==> config.mk <==
export PLATFORM = sky130hd
export DESIGN_NAME = stopwatch_ctrl
export DESIGN_NICKNAME = d
export VERILOG_FILES = /design/src/rtl/stopwatch_pkg.sv /design/src/rtl/debounce.sv /design/src/rtl/stopwatch_ctrl.sv
export SDC_FILE = /design/constraint.sdc
export NUM_CORES = 1
export LEC_CHECK = 0
export ABC_AREA = 0
export CORE_MARGIN = 10
export CORE_UTILIZATION = 40
export CTS_CLUSTER_DIAMETER = 80
export DETAILED_ROUTE_END_ITERATION = 16
export HOLD_SLACK_MARGIN = 0.15
export PLACE_DENSITY_LB_ADDON = 0.08
export SLEW_MARGIN = 10
export SYNTH_ARGS = -nofsm -noshare
export SYNTH_HDL_FRONTEND = slang
export SYNTH_HIERARCHICAL = 1
export SYNTH_SLANG_ARGS = --single-unit
==> constraint.sdc <==
create_clock -name clk -period 2.84 [get_ports clk]
set_input_delay 0.71 -clock clk [delete_from_list [all_inputs] [get_ports clk]]
set_output_delay 0.71 -clock clk [all_outputs]
set_load 0.02 [all_outputs]
==> src/rtl/stopwatch_pkg.sv <==
// rtl/stopwatch_pkg.sv - shared state, digit and strobe definitions for the stopwatch front panel
package stopwatch_pkg;

  typedef enum logic [1:0] {
    ST_PAUSE  = 2'd0,
    ST_RUN    = 2'd1,
    ST_ADJUST = 2'd2
  } sw_state_e;

  localparam logic [1:0] DIG_MIN_L = 2'd0;
  localparam logic [1:0] DIG_MIN_R = 2'd1;
  localparam logic [1:0] DIG_SEC_L = 2'd2;
  localparam logic [1:0] DIG_SEC_R = 2'd3;

  // Wrap limits packed in display order {min_l, min_r, sec_l, sec_r}.
  localparam logic [15:0] DIG_LIMITS = {4'd9, 4'd9, 4'd5, 4'd9};

  localparam logic [2:0] ADJ_IDLE   = 3'b000;
  localparam logic       ADJ_STROBE = 1'b1;

  function automatic logic [3:0] digit_limit(input logic [1:0] dig);
    logic [3:0] lim;
    case (dig)
      DIG_MIN_L: lim = DIG_LIMITS[15:12];
      DIG_MIN_R: lim = DIG_LIMITS[11:8];
      DIG_SEC_L: lim = DIG_LIMITS[7:4];
      DIG_SEC_R: lim = DIG_LIMITS[3:0];
      default:   lim = DIG_LIMITS[3:0];
    endcase
    return lim;
  endfunction

  // Anything at or above the limit (including out-of-range loads) wraps to zero.
  function automatic logic [3:0] digit_inc(input logic [3:0] val, input logic [1:0] dig);
    return (val >= digit_limit(dig)) ? 4'd0 : val + 4'd1;
  endfunction

endpackage

==> src/rtl/debounce.sv <==
// rtl/debounce.sv - 2-flop synchronizer, hold-time debouncer and registered rising-edge pulse
module debounce #(
  parameter int DEBOUNCE_CYCLES = 500_000,
  parameter int DB_W            = 20,
  parameter int W               = 1
) (
  input  logic         clk,
  input  logic         rst,
  input  logic [W-1:0] din,
  output logic [W-1:0] stable,
  output logic [W-1:0] rise
);

  localparam logic [DB_W-1:0] CNT_LAST = DB_W'(DEBOUNCE_CYCLES - 1);

  logic [W-1:0]    sync1_q, sync1_d;
  logic [W-1:0]    sync2_q, sync2_d;
  logic [W-1:0]    stable_q, stable_d;
  logic [W-1:0]    prev_q, prev_d;
  logic [W-1:0]    rise_q, rise_d;
  logic [DB_W-1:0] cnt_q, cnt_d;

  always_comb begin
    sync1_d  = din;
    sync2_d  = sync1_q;
    stable_d = stable_q;
    cnt_d    = cnt_q;
    // The hold timer only runs while the synchronised level disagrees with the accepted one.
    if (sync2_q == stable_q) begin
      cnt_d = '0;
    end else if (cnt_q == CNT_LAST) begin
      stable_d = sync2_q;
      cnt_d    = '0;
    end else begin
      cnt_d = cnt_q + 1'b1;
    end
    prev_d = stable_q;
    rise_d = stable_q & ~prev_q;
  end

  always_ff @(posedge clk) begin
    if (rst) begin
      sync1_q  <= '0;
      sync2_q  <= '0;
      stable_q <= '0;
      prev_q   <= '0;
      rise_q   <= '0;
      cnt_q    <= '0;
    end else begin
      sync1_q  <= sync1_d;
      sync2_q  <= sync2_d;
      stable_q <= stable_d;
      prev_q   <= prev_d;
      rise_q   <= rise_d;
      cnt_q    <= cnt_d;
    end
  end

  assign stable = stable_q;
  assign rise   = rise_q;

endmodule

==> src/rtl/stopwatch_ctrl.sv <==
// rtl/stopwatch_ctrl.sv - front-panel input conditioning and RUN/PAUSE/ADJUST control for the digit counter
module stopwatch_ctrl
  import stopwatch_pkg::*;
#(
  parameter int DEBOUNCE_CYCLES = 500_000,
  parameter int DB_W            = 20
) (
  input  logic        clk,
  input  logic        rst,
  input  logic        btn_pause,
  input  logic        btn_reset,
  input  logic        btn_inc,
  input  logic        sw_adj,
  input  logic [1:0]  sw_sel,
  input  logic [15:0] cnt_digits,
  output logic        clr,
  output logic        paused,
  output logic        adj,
  output logic [2:0]  adj_sel,
  output logic [3:0]  adj_val
);

  logic       pause_press, reset_press, inc_press, adj_level;
  logic [1:0] sel_level;
  logic       pause_level_unused, reset_level_unused, inc_level_unused, adj_rise_unused;
  logic [1:0] sel_rise_unused;

  debounce #(.DEBOUNCE_CYCLES(DEBOUNCE_CYCLES), .DB_W(DB_W), .W(1)) u_db_pause (
    .clk(clk), .rst(rst), .din(btn_pause), .stable(pause_level_unused), .rise(pause_press)
  );
  debounce #(.DEBOUNCE_CYCLES(DEBOUNCE_CYCLES), .DB_W(DB_W), .W(1)) u_db_reset (
    .clk(clk), .rst(rst), .din(btn_reset), .stable(reset_level_unused), .rise(reset_press)
  );
  debounce #(.DEBOUNCE_CYCLES(DEBOUNCE_CYCLES), .DB_W(DB_W), .W(1)) u_db_inc (
    .clk(clk), .rst(rst), .din(btn_inc), .stable(inc_level_unused), .rise(inc_press)
  );
  debounce #(.DEBOUNCE_CYCLES(DEBOUNCE_CYCLES), .DB_W(DB_W), .W(1)) u_db_adj (
    .clk(clk), .rst(rst), .din(sw_adj), .stable(adj_level), .rise(adj_rise_unused)
  );
  debounce #(.DEBOUNCE_CYCLES(DEBOUNCE_CYCLES), .DB_W(DB_W), .W(2)) u_db_sel (
    .clk(clk), .rst(rst), .din(sw_sel), .stable(sel_level), .rise(sel_rise_unused)
  );

  sw_state_e  state_q, state_d;
  logic [3:0] shadow_q [4];
  logic [3:0] shadow_d [4];
  logic       clr_q, clr_d;
  logic       paused_q, paused_d;
  logic       adj_q, adj_d;
  logic [2:0] adj_sel_q, adj_sel_d;
  logic [3:0] adj_val_q, adj_val_d;
  logic [3:0] inc_val;

  always_comb begin
    state_d   = state_q;
    shadow_d  = shadow_q;
    clr_d     = 1'b0;
    adj_sel_d = ADJ_IDLE;
    adj_val_d = 4'd0;
    inc_val   = digit_inc(shadow_q[sel_level], sel_level);
    if (reset_press) begin
      clr_d = 1'b1;
      if (state_q == ST_ADJUST) begin
        shadow_d = '{default: 4'd0};
      end else begin
        state_d = ST_PAUSE;
      end
    end else begin
      case (state_q)
        ST_PAUSE, ST_RUN: begin
          if (adj_level) begin
            state_d             = ST_ADJUST;
            shadow_d[DIG_MIN_L] = cnt_digits[15:12];
            shadow_d[DIG_MIN_R] = cnt_digits[11:8];
            shadow_d[DIG_SEC_L] = cnt_digits[7:4];
            shadow_d[DIG_SEC_R] = cnt_digits[3:0];
          end else if (pause_press) begin
            state_d = (state_q == ST_PAUSE) ? ST_RUN : ST_PAUSE;
          end
        end
        ST_ADJUST: begin
          // Leaving ADJUST takes precedence over a coincident increment.
          if (!adj_level) begin
            state_d = ST_PAUSE;
          end else if (inc_press) begin
            shadow_d[sel_level] = inc_val;
            adj_sel_d           = {ADJ_STROBE, sel_level};
            adj_val_d           = inc_val;
          end
        end
        default: state_d = ST_PAUSE;
      endcase
    end
    paused_d = (state_d != ST_RUN);
    adj_d    = (state_d == ST_ADJUST);
  end

  always_ff @(posedge clk) begin
    if (rst) begin
      state_q   <= ST_PAUSE;
      shadow_q  <= '{default: 4'd0};
      clr_q     <= 1'b0;
      paused_q  <= 1'b1;
      adj_q     <= 1'b0;
      adj_sel_q <= ADJ_IDLE;
      adj_val_q <= 4'd0;
    end else begin
      state_q   <= state_d;
      shadow_q  <= shadow_d;
      clr_q     <= clr_d;
      paused_q  <= paused_d;
      adj_q     <= adj_d;
      adj_sel_q <= adj_sel_d;
      adj_val_q <= adj_val_d;
    end
  end

  assign clr     = clr_q;
  assign paused  = paused_q;
  assign adj     = adj_q;
  assign adj_sel = adj_sel_q;
  assign adj_val = adj_val_q;

endmodule

Word level (Yosys, flattened, before mapping)
Cells that the tools add are included.
{"block": "classes", "n_lt_le_gt_ge": 3, "muxes": 23, "bitwise_logic": 15, "n_eq_ne": 21, "reduce_logical": 19, "n_addsub": 6}
{"op": "adder 20 x 1 -> 20 bit (second input constant)", "n": 5}
{"op": "equality test 20 x 19 -> 1 bit (second input constant)", "n": 5}
{"op": "two-way mux 16 bit", "n": 5}
{"op": "one-hot mux 16 bit (2 select lines)", "n": 1}
{"op": "OR reduction 3 bit", "n": 6}
{"op": "bitwise mux 16 bit", "n": 1}
{"op": "two-way mux 4 bit", "n": 4}
{"op": "NOT 1 bit", "n": 11}
{"op": "two-way mux 2 bit", "n": 5}
{"op": "AND reduction 2 bit", "n": 5}
{"op": "inequality test 3 x 1 -> 1 bit (second input constant)", "n": 3}
{"op": "binary-select mux 4 bit (select 2 bit)", "n": 1}
{"op": "demux 4 bit (select 2 bit)", "n": 1}
{"op": "equality test 2 bit (second input constant)", "n": 4}
{"op": "one-hot mux 4 bit (2 select lines)", "n": 1}
{"op": "AND reduction 5 bit", "n": 1}
{"op": "OR reduction 5 bit", "n": 1}
{"op": "adder 4 x 1 -> 4 bit (second input constant)", "n": 1}
{"op": "equality test 1 bit", "n": 4}
{"op": "equality test 2 x 1 -> 1 bit (second input constant)", "n": 2}
{"op": ">= comparator 4 bit", "n": 1}
{"op": "logical NOT 2 bit", "n": 2}
{"op": "one-hot mux 2 bit (2 select lines)", "n": 1}
{"op": "OR reduction 4 bit", "n": 1}
{"op": "other kinds (12)", "n": 15}
{"block": "word_totals", "input_bits": 24, "wordCells": 124, "register_bits": 152, "out_inout_bits": 10}

Depth between registers and ports, before layout
Gate-level depths: netlist of the first run.
{"block": "depth", "ltp_word": 11, "mapped_depth": 10, "mapped_depth_nobuf": 9}

Cells and area by module
The synthesis of the first run kept the hierarchy.
{"module": "debounce (u_db_adj ...)", "area_each_um2": 1067.3, "seq_area_each_um2": 500.5, "n_inst": 4, "cells_each": 113}
{"module": "stopwatch_ctrl", "area_each_um2": 1536.5, "seq_area_each_um2": 560.5, "n_inst": 1, "cells_each": 173}
{"module": "debounce (u_db_sel)", "area_each_um2": 1229.9, "seq_area_each_um2": 600.6, "n_inst": 1, "cells_each": 129}

Worst setup path before layout of the first run
OpenSTA, ideal clock, no wires.
{"block": "synth_timing", "path_type": "register to register", "start": "register u_db_sel.stable_q[1], in the netlist u_db_sel/stable[1]", "end": "register shadow_q[11] (netlist bit)", "period_less_slack_ps": 2472, "path_buffers": 1, "required_time_ps": 2754, "path_slack_ps": 368, "setup_ps": 86, "stages_incl_launch_ff": 11, "arrival_time_ps": 2386, "path_cell_list": "dfxtp_1 > buf_4 > mux4_2 > inv_1 > ha_1 > nor2b_1 > and3_1 > o211ai_1 > a21boi_2 > o211ai_2 > a221oi_2"}
{"block": "synth_between", "elab_chain_cells": 11, "word_cells_on_any_way": 23, "classes_between": "1 x add/sub; 3 x order compare; 3 x eq/ne; 12 x mux; 1 x bitwise; 3 x reduce/logical"}
{"element": "start: declaration", "line_no": "debounce.sv:18", "source": "logic [W-1:0] stable_q, stable_d;"}
{"element": "start signal: assignment", "line_no": "debounce.sv:52", "source": "stable_q <= stable_d;"}
{"element": "NOT 2 -> 3 bit (not written as such)", "line_no": "stopwatch_ctrl.sv:60, stopwatch_ctrl.sv:86"}
{"element": "binary-select mux 4 bit (select 2 bit)", "line_no": "stopwatch_ctrl.sv:60", "source": "inc_val = digit_inc(shadow_q[sel_level], sel_level);"}
{"element": "two-way mux 4 bit (not written as such) (2 in a row)", "line_no": "stopwatch_ctrl.sv:60"}
{"element": "adder 4 x 1 -> 4 bit or >= comparator 4 bit (tied branches)", "line_no": "stopwatch_pkg.sv:35", "source": "return (val >= digit_limit(dig)) ? 4'd0 : val + 4'd1;"}
{"element": "two-way mux 4 bit", "line_no": "stopwatch_pkg.sv:35"}
{"element": "bitwise mux 16 bit (*)", "line_no": "stopwatch_ctrl.sv:86", "source": "shadow_d[sel_level] = inc_val;"}
{"element": "two-way mux 16 bit (*)", "line_no": "stopwatch_ctrl.sv:85", "source": "end else if (inc_press) begin"}
{"element": "two-way mux 16 bit (*)", "line_no": "stopwatch_ctrl.sv:83", "source": "if (!adj_level) begin"}
{"element": "one-hot mux 16 bit (2 select lines) (*)", "line_no": "stopwatch_ctrl.sv:69", "source": "case (state_q)"}
{"element": "two-way mux 16 bit (*)", "line_no": "stopwatch_ctrl.sv:61", "source": "if (reset_press) begin"}
{"element": "end signal: assignment", "line_no": "stopwatch_ctrl.sv:109", "source": "shadow_q <= shadow_d;"}
{"element": "end: declaration", "line_no": "stopwatch_ctrl.sv:45", "source": "logic [3:0] shadow_q [4];"}
Mark *: on every way between the ends. The rest lies on a longest branch, timed or not. The select of a mux whose other input is x is not followed.
A chain may end at the register's enable or synchronous reset.

Final worst setup path of the first run
{"block": "layout_timing", "start": "register u_db_sel.stable_q[1], in the netlist u_db_sel/stable[1]", "end": "register shadow_q[3] (netlist bit)"}
Same word-level chain as after synthesis.

==> reports/qor.yml, run 1 <==
status: "finished, final reports clean"
gp_congestion: 0.8746
leakagePower_nw: 2.647
clockBufferDepth: 2
min_from: "u_db_reset/prev_q"
routed_wl_mm: 14.45
io_pins: 34
whs_endpoint: "u_db_reset/rise"
crit_required_ns: 3.18
routedWlPerCell_um: 14.26
finalCritPeriodShare_pct: 90.91
hold_depth: 1
cap_violations: 0
drtPass1Iterations: 5
clock_latency_ns: 0.42
syn2layout_area_growth_pct: 16.43
dp_cells: 981
final_cell_area_um2: 8025
post-route-min-period_ns: 2.582
netlist_instances: 742
reg2reg_from: "u_db_sel/stable[1]"
postCtsSetupBuffers: 0
detail-route-antenna-nets: 0
critical_path_class: "flop to flop"
critical_path_buf_inv_count: 1
drt_iter0_drc: 338
grt_util_all_layers_pct: 12.99
grt_pass1_wl_mm: 24.47
portBuffers: 33
core_area_um2: 16760
critical_path_arrival_ns: 2.92
rows: 47
powerDensity_nw_per_um2: 577.4
die_x_um: 151.3
max-vdd-ir-drop_v: 0.0004312
hp-class: "flop to flop"
slew_violations: 0
hpwl_mm: 9.942
cts_tree: "yes"
setup_viol: 0
finClkSkew_ns: 0.007548
nets: 812
rr_worst_depth: 9
cts_buffers: 17
relSlewSlack_pct: 56.11
fillers: 1599
cp_max_fo: 8
synth.cell_area_um2: 6893
start_util_pct: 41.13
hold_buffers: 0
drive_gt1_share_pct: 8.827
grt_max_degree: 35
finalHoldViolCount: 0
syn_nets: 774
diodes: 0
die_y_um: 151.3
rrSetupSlack_ns: 0.26
regToRegEndpoint: "shadow_q[3]"
rsz0062_at_grt: "false"
startpoint_type: "flop"
cts-root-buf: "clkbuf_16"
cp_top_family: "compound AO/OA/AOI/OAI gates"
yosys_warnings: 6
cts_resized: 0
via_per_inst: 5.358
grt_overflow: 0
drc: 0
final_cells: 1013
cp-end-kind: "flop"
cpPeakStageDelay_ns: 0.61
antenna_found_initial: 0
placed_area_um2: 7396
grt_pass1_vias: 5203
cts.htree.levels: 4
finalSetupTns_ns: 0
path_cells: "mux4_2 > inv_1 > ha_1 > nor2b_1 > and3_1 > o211ai_1 > a21boi_2 > o211ai_2 > a221oi_2"
avgSynthCellArea_um2: 9.290
vias: 5428
fmax_mhz: 387.3
worstMarginPinSlew_ns: 0.6584
die_area_um2: 22880
cpMaxStageDelayCell: "mux4_2"
cts.sinks: 152
path_clk_slew_ns: 0.06
-- through the flow --
| stage | total power [mW] | util [%] | hold WS [ns] | setup WS, ns |
|---|---|---|---|---|
| CTS | 4.694 | 47.88 | 0.3856 | 0.2587 |
| global route | 4.795 | 47.88 | 0.4020 | 0.01154 |
| finish | 4.634 | 47.88 | 0.3824 | 0.2582 |
| detailed placement | 2.283 | 44.13 | 0.3767 | 0.2625 |
| global placement | 2.283 | 44.13 | 0.3746 | 0.3325 |
| floorplan | 2.234 | - | 0.3682 | 0.3677 |
-- where the power goes --
group	switching (mW)	total, mW	internal [mW]
combinational	0.0405	0.0868	0.0463
sequential	0.00572	2.15	2.14
clock	0.924	2.40	1.48
-- worst max path at each step --
stage,end,slack [ns],cells past startpoint,from
2_1_floorplan,shadow_q[11],0.37,10,u_db_sel/stable[1]
3_3_place_gp,shadow_q[11],0.33,8,u_db_sel/stable[1]
3_5_place_dp,shadow_q[3],0.26,9,u_db_sel/stable[1]
4_1_cts,shadow_q[3],0.26,9,u_db_sel/stable[1]
5_1_grt,shadow_q[3],0.01,9,u_db_sel/stable[1]
6_report,shadow_q[3],0.26,9,u_db_sel/stable[1]
-- layout by cell type (no fill, tap or decap), types with 7 or more instances in the layout --
cell               n
or3_1             24
xnor2_1           21
nor2_1            98
and2_1             7
o31ai_1            9
a21oi_1           41
nor2b_1           16
nor3_1            10
nand3_1           31
nand2_1           36
clkdlybuf4s50_1   32
mux2i_1            8
dfxtp_1          152
o21ai_0           24
ha_1               8
o21ai_1           11
nand4_1           30
or4_1              8
and4_1            17
nor4_1            10
nand2b_1          21
inv_1             20
and3_1             7
clkbuf_16         17
a22oi_1           10
xor2_1            49
-- layer usage --
layer / vias to the layer above / routed length, um / track usage, %
li1: 2743 / - / -
met1: 2543 / 6893 / 16.26
met2: 117 / 6462 / 20.17
met3: 25 / 829 / 3.908
met4: 0 / 261 / 5.823
met5: - / 0 / 0
-- worst register-to-register path, stage by stage (launching register included) --
cell and delay (ns):
dfxtp_1 0.50, mux4_2 0.61, inv_1 0.10, ha_1 0.17, nor2b_1 0.18, and3_1 0.18, o211ai_1 0.11, a21boi_2 0.29
o211ai_2 0.11, a221oi_2 0.24
-- cell type report --
type,instances,area (um^2),share of cell area [%]
clock inverters,14,200.2,2.495
flip-flops and latches,152,3043,37.92
well taps,220,275.3,3.430
inverters,21,78.83,0.9822
multi-input cells,549,3628,45.21
repair buffers,39,370.4,4.615
clock buffers,18,429.2,5.348
-- sequential cells by signal, indices dropped and copies added, names as in the netlist, 2 cells and up --
| name | cells |
|---|---|
| adj_sel | 3 |
| adj_val | 4 |
| shadow_q | 16 |
| state_q | 2 |
| u_db_adj/cnt_q | 20 |
| u_db_inc/cnt_q | 20 |
| u_db_pause/cnt_q | 20 |
| u_db_reset/cnt_q | 20 |
| u_db_sel/cnt_q | 20 |
| u_db_sel/stable | 2 |
| u_db_sel/sync1_q | 2 |
| u_db_sel/sync2_q | 2 |
No activity file was read; power rests on OpenSTA's default activity.
==> run 2, diff against run 1 <==
CORE_ASPECT_RATIO = 0.75   (was default)
CORE_MARGIN = 8   (was 10)
==> reports/qor.yml, run 2 (synthesis results as in run 1) <==
status: "finished, final reports clean"
grt_pass1_vias: 5036  # -3.2%
rows: 41  # -13%
regToRegEndpoint: "shadow_q[3]"
powerDensity_nw_per_um2: 569.7  # -1.3%
min_from: "u_db_reset/prev_q"
routedWlPerCell_um: 14.80  # +3.8%
finClkSkew_ns: 0.007560  # +0.00001210 ns
via_per_inst: 5.399  # +0.76%
fin_util_pct: 47.54  # -0.34 points
die_y_um: 129.7  # -14%
detail-route-antenna-nets: 0  # unchanged
core_area_um2: 16830  # +0.40%
cp_max_fo: 5  # -3
cap_violations: 0  # unchanged
relSlewSlack_pct: 56.04  # -0.070 points
portBuffers: 33  # unchanged
fmax_mhz: 401.4  # +3.6%
cts_tree: "yes"
io_pins: 34  # unchanged
post-route-min-period_ns: 2.491  # -0.09057 ns
hold_buffers: 0  # unchanged
drtPass1Iterations: 5  # unchanged
critical_path_class: "flop to flop"
leakagePower_nw: 2.653  # +0.21%
drive_gt1_share_pct: 8.333  # -0.49 points
vias: 5437  # +0.17%
drt_iter0_drc: 365  # +8.0%
critical_path_arrival_ns: 2.82  # -0.10 ns
whs_endpoint: "u_db_reset/rise"
cts.sinks: 152  # unchanged
setup_ws_ns: 0.3488  # +0.09057 ns
final_cell_area_um2: 7999  # -0.33%
start_util_pct: 40.97  # -0.16 points
grt_overflow: 0  # unchanged
rrSetupSlack_ns: 0.35  # +0.09 ns
die_x_um: 167.6  # +11%
finalPower_mw: 4.557  # -1.7%
place_ws_ns: 0.3583  # +0.09580 ns
hpwl_mm: 10.30  # +3.6%
clock_latency_ns: 0.42  # about the same
critical_path_buf_inv_count: 1  # unchanged
reg2reg_from: "u_db_sel/stable[1]"
die_area_um2: 21730  # -5.0%
crit_required_ns: 3.17  # about the same
cts_resized: 0  # unchanged
cts.htree.levels: 4  # unchanged
cp_top_family: "compound AO/OA/AOI/OAI gates"
cts_buffers: 17  # unchanged
placed_area_um2: 7390  # about the same
gp_congestion: 0.8399  # -4.0%
cpMaxStageDelayCell: "mux4_2"
grt_max_degree: 31  # -11%
final_cell_mix: "dfxtp_1, nor2_1, xor2_1"
routed_wl_mm: 14.91  # +3.2%
clockBufferDepth: 2  # unchanged
rsz0062_at_grt: "false"
path_clk_slew_ns: 0.06  # about the same
nets: 812  # unchanged
path_cells: "mux4_2 > inv_1 > ha_1 > nor2b_1 > and3_1 > o211ai_1 > a21boi_2 > o211ai_2 > a221oi_2"
cp-end-kind: "flop"
drc: 0  # unchanged
hold_depth: 1  # unchanged
grt_pass1_wl_mm: 24.81  # +1.4%
grt_util_all_layers_pct: 14.06  # +1.1 points
final_common_cell: "dfxtp_1"
finalHoldViolCount: 0  # unchanged
rr_worst_depth: 9  # unchanged
hp-class: "flop to flop"
max-vdd-ir-drop_v: 0.0003039  # -30%
startpoint_type: "flop"
cts-root-buf: "clkbuf_16"
antenna_found_initial: 0  # unchanged
worstMarginPinSlew_ns: 0.6570  # -0.001372 ns
diodes: 0  # unchanged
finalCritPeriodShare_pct: 87.72  # -3.2 points
finalSetupTns_ns: 0  # unchanged
postCtsSetupBuffers: 0  # unchanged
cpPeakStageDelay_ns: 0.60  # about the same
slew_violations: 0  # unchanged
syn2layout_area_growth_pct: 16.05
setup_viol: 0  # unchanged
[run 2: routing by layer]
layer / up-vias / GRT usage, % / wire length [um]
met1: 2560 / 19.41 / 7727
li1: 2739 / - / -
met5: - / 0 / 0
met3: 20 / 3.312 / 530
met4: 0 / 6.283 / 273
met2: 118 / 20.53 / 6375
[run 2: worst max-delay path by stage]
stage | cells past startpoint | slack (ns) | end | from
4_1_cts | 9 | 0.34 | shadow_q[11] | u_db_sel/stable[1]
2_1_floorplan | 10 | 0.37 | shadow_q[11] | u_db_sel/stable[1]
3_3_place_gp | 8 | 0.44 | shadow_q[11] | u_db_sel/stable[1]
3_5_place_dp | 9 | 0.36 | shadow_q[11] | u_db_sel/stable[1]
5_1_grt | 8 | 0.17 | shadow_q[11] | u_db_sel/stable[1]
6_report | 9 | 0.35 | shadow_q[3] | u_db_sel/stable[1]
[run 2: where the power goes]
part | total (mW) | switching, mW | leakage, nW | internal [mW]
Combinational | 0.0872 | 0.0415 | 1.14 | 0.0456
Clock | 2.32 | 0.847 | 0.290 | 1.47
Sequential | 2.15 | 0.00627 | 1.23 | 2.14
[run 2: metrics by stage]
step	instances	hold WS (ns)
after floorplan	742	0.3682
after global placement	976	0.3724
after detailed placement	976	0.3806
after CTS	1007	0.3890
after global routing	1007	0.3995
final	1007	0.3865
[run 2: layout make-up]
| class | instances | area [um^2] |
|---|---|---|
| Fill cell | 1616 | 8827 |
| Multi-Input combinational cell | 549 | 3628 |
| Sequential cell | 152 | 3043 |
| Clock buffer | 25 | 495.5 |
| Timing Repair Buffer | 39 | 370.4 |
| Tap cell | 215 | 269.0 |
| Clock inverter | 6 | 113.9 |
| Inverter | 21 | 78.83 |
==> run 3, diff against run 2 <==
CAP_MARGIN = 10   (was default)
RECOVER_POWER = 100   (was default)
clock period = 2.1 ns   (was 2.84 ns; I/O delays follow)
==> reports/qor.yml, run 3 (synthesis results as in run 1) <==
drive_gt1_share_pct: 12.30  # +4.0 points
setup.worst_path.start: "u_db_sel/stable[1]"
hpwl_mm: 10.65  # +3.4%
vias: 5561  # +2.3%
cpMaxStageDelayCell: "mux4_2"
min_from: "u_db_pause/prev_q"
finalHoldViolCount: 0  # unchanged
antenna_found_initial: 0  # unchanged
powerDensity_nw_per_um2: 740.9  # +30%
cp-end-kind: "flop"
cap_violations: 0  # unchanged
detail-route-antenna-nets: 0  # unchanged
whs_endpoint: "u_db_pause/rise"
rr_worst_depth: 9  # unchanged
max-vdd-ir-drop_v: 0.0004907  # +61%
regToRegEndpoint: "shadow_q[11]"
routed_wl_mm: 15.12  # +1.4%
drc: 0  # unchanged
critical_path_arrival_ns: 2.60  # -0.22 ns
grt_max_degree: 23  # -26%
cpPeakStageDelay_ns: 0.55  # -0.05 ns
syn2layout_area_growth_pct: 19.40
gp_congestion: 0.8480  # +0.96%
crit_required_ns: 2.43  # -0.74 ns
drt_iter0_drc: 290  # -21%
die_y_um: 129.7  # unchanged
setup_ws_ns: -0.1744  # -0.5231 ns
clockBufferDepth: 2  # unchanged
die_x_um: 167.6  # unchanged
portBuffers: 33  # unchanged
cts_tree: "yes"
final_common_cell: "dfxtp_1"
reg2reg_from: "u_db_sel/stable[1]"
grt_overflow: 0  # unchanged
rows: 41  # unchanged
rrSetupSlack_ns: -0.17  # -0.52 ns
hp-class: "flop to flop"
cts-root-buf: "clkbuf_16"
finClkSkew_ns: 0.008338  # +0.0007781 ns
slew_violations: 0  # unchanged
grt_pass1_vias: 5260  # +4.4%
worstMarginPinSlew_ns: 0.6829  # +0.02587 ns
fmax_mhz: 439.7  # +9.5%
critical_path_class: "flop to flop"
leakagePower_nw: 2.817  # +6.2%
core_area_um2: 16830  # unchanged
io_pins: 34  # unchanged
fillers: 1585  # -1.9%
drtPass1Iterations: 5  # unchanged
hold_buffers: 0  # unchanged
final_cell_mix: "dfxtp_1, nor2_1, xor2_1"
path_cells: "mux4_2 > inv_4 > ha_4 > nor2b_4 > and3_4 > o211ai_1 > a21boi_2 > o211ai_2 > a221oi_2"
start_util_pct: 40.97  # unchanged
finalSetupTns_ns: -0.8730  # -0.8730 ns
relSlewSlack_pct: 53.30  # -2.7 points
nets: 840  # +3.4%
path_clk_slew_ns: 0.06  # about the same
hold_depth: 1  # unchanged
setup_viol: 10  # +10
post-route-min-period_ns: 2.274  # -0.2169 ns
failed_checks: "negative setup slack"
die_area_um2: 21730  # unchanged
grt_util_all_layers_pct: 14.20  # +0.14 points
cp_max_fo: 4  # -1
cts.htree.levels: 4  # unchanged
status: "complete, but fails checks"
clock_latency_ns: 0.42  # about the same
via_per_inst: 5.368  # -0.58%
cts.sinks: 152  # unchanged
grt_pass1_wl_mm: 25.32  # +2.1%
finalPower_mw: 6.098  # +34%
diodes: 0  # unchanged
cts_buffers: 17  # unchanged
finalCritPeriodShare_pct: 108.3  # +21 points
rsz0062_at_grt: "true"
startpoint_type: "flop"
routedWlPerCell_um: 14.59  # -1.4%
run 3: routing by layer:
metal | up-vias | share of wire, % | track usage [%]
li1 | 2815 | - | -
met1 | 2634 | 49 | 18.50
met2 | 95 | 46 | 22.49
met3 | 17 | 4.1 | 3.768
met4 | 0 | 1.1 | 4.974
met5 | - | 0 | 0
run 3: worst max-delay path by stage:
stage	to	slack (ns)	cells after the start
final	shadow_q[11]	-0.17	9
after global routing	shadow_q[3]	-0.28	10
after CTS	shadow_q[11]	-0.17	9
after detailed placement	shadow_q[11]	-0.22	8
after global placement	shadow_q[11]	-0.16	8
after floorplan	shadow_q[11]	-0.19	10
run 3: report_power, final:
part / leakage, nW / internal, mW / switching, mW
clock network: 0.293 / 1.88 / 1.19
registers: 1.23 / 2.90 / 0.00666
logic: 1.30 / 0.0626 / 0.0583
run 3: final cells by class:
type	instances	area, um^2	share of cell area, %
Clock buffer	22	484.2	5.883
Timing Repair Buffer	67	555.5	6.750
Sequential cell	152	3047	37.02
Clock inverter	10	116.4	1.414
Inverter	21	81.33	0.9881
Multi-Input combinational cell	549	3677	44.68
Tap cell	215	269.0	3.268
run 3: worst max-delay path: cells and delay by family (launching register included):
kind            cells  cell delay, ns
mux                 1            0.55
fa+ha+maj           1            0.14
flops               1            0.36
compound gates      4            0.73
buf+inv             1            0.11
simple gates        2            0.31
run 3: per-stage QoR:
| step | setup WS (ns) | cell area, um^2 | instances | utilization [%] | hold slack, ns |
|---|---|---|---|---|---|
| floorplan | -0.1901 | 6930 | 742 | - | 0.3682 |
| global placement | -0.1573 | 7604 | 1000 | 45.19 | 0.3756 |
| detailed placement | -0.2216 | 7604 | 1000 | 45.19 | 0.3791 |
| CTS | -0.1718 | 8237 | 1034 | 48.95 | 0.3878 |
| global route | -0.2849 | 8230 | 1036 | 48.91 | 0.3996 |
| finish | -0.1744 | 8230 | 1036 | 48.91 | 0.3851 |
run 3: timing repair:
item | 4_1_cts | 5_1_grt
pin swaps | 10 | 6
resized for setup | 6 | 6
buffers inserted | 2 | 3
endpoints found under the setup margin | 8 | 14
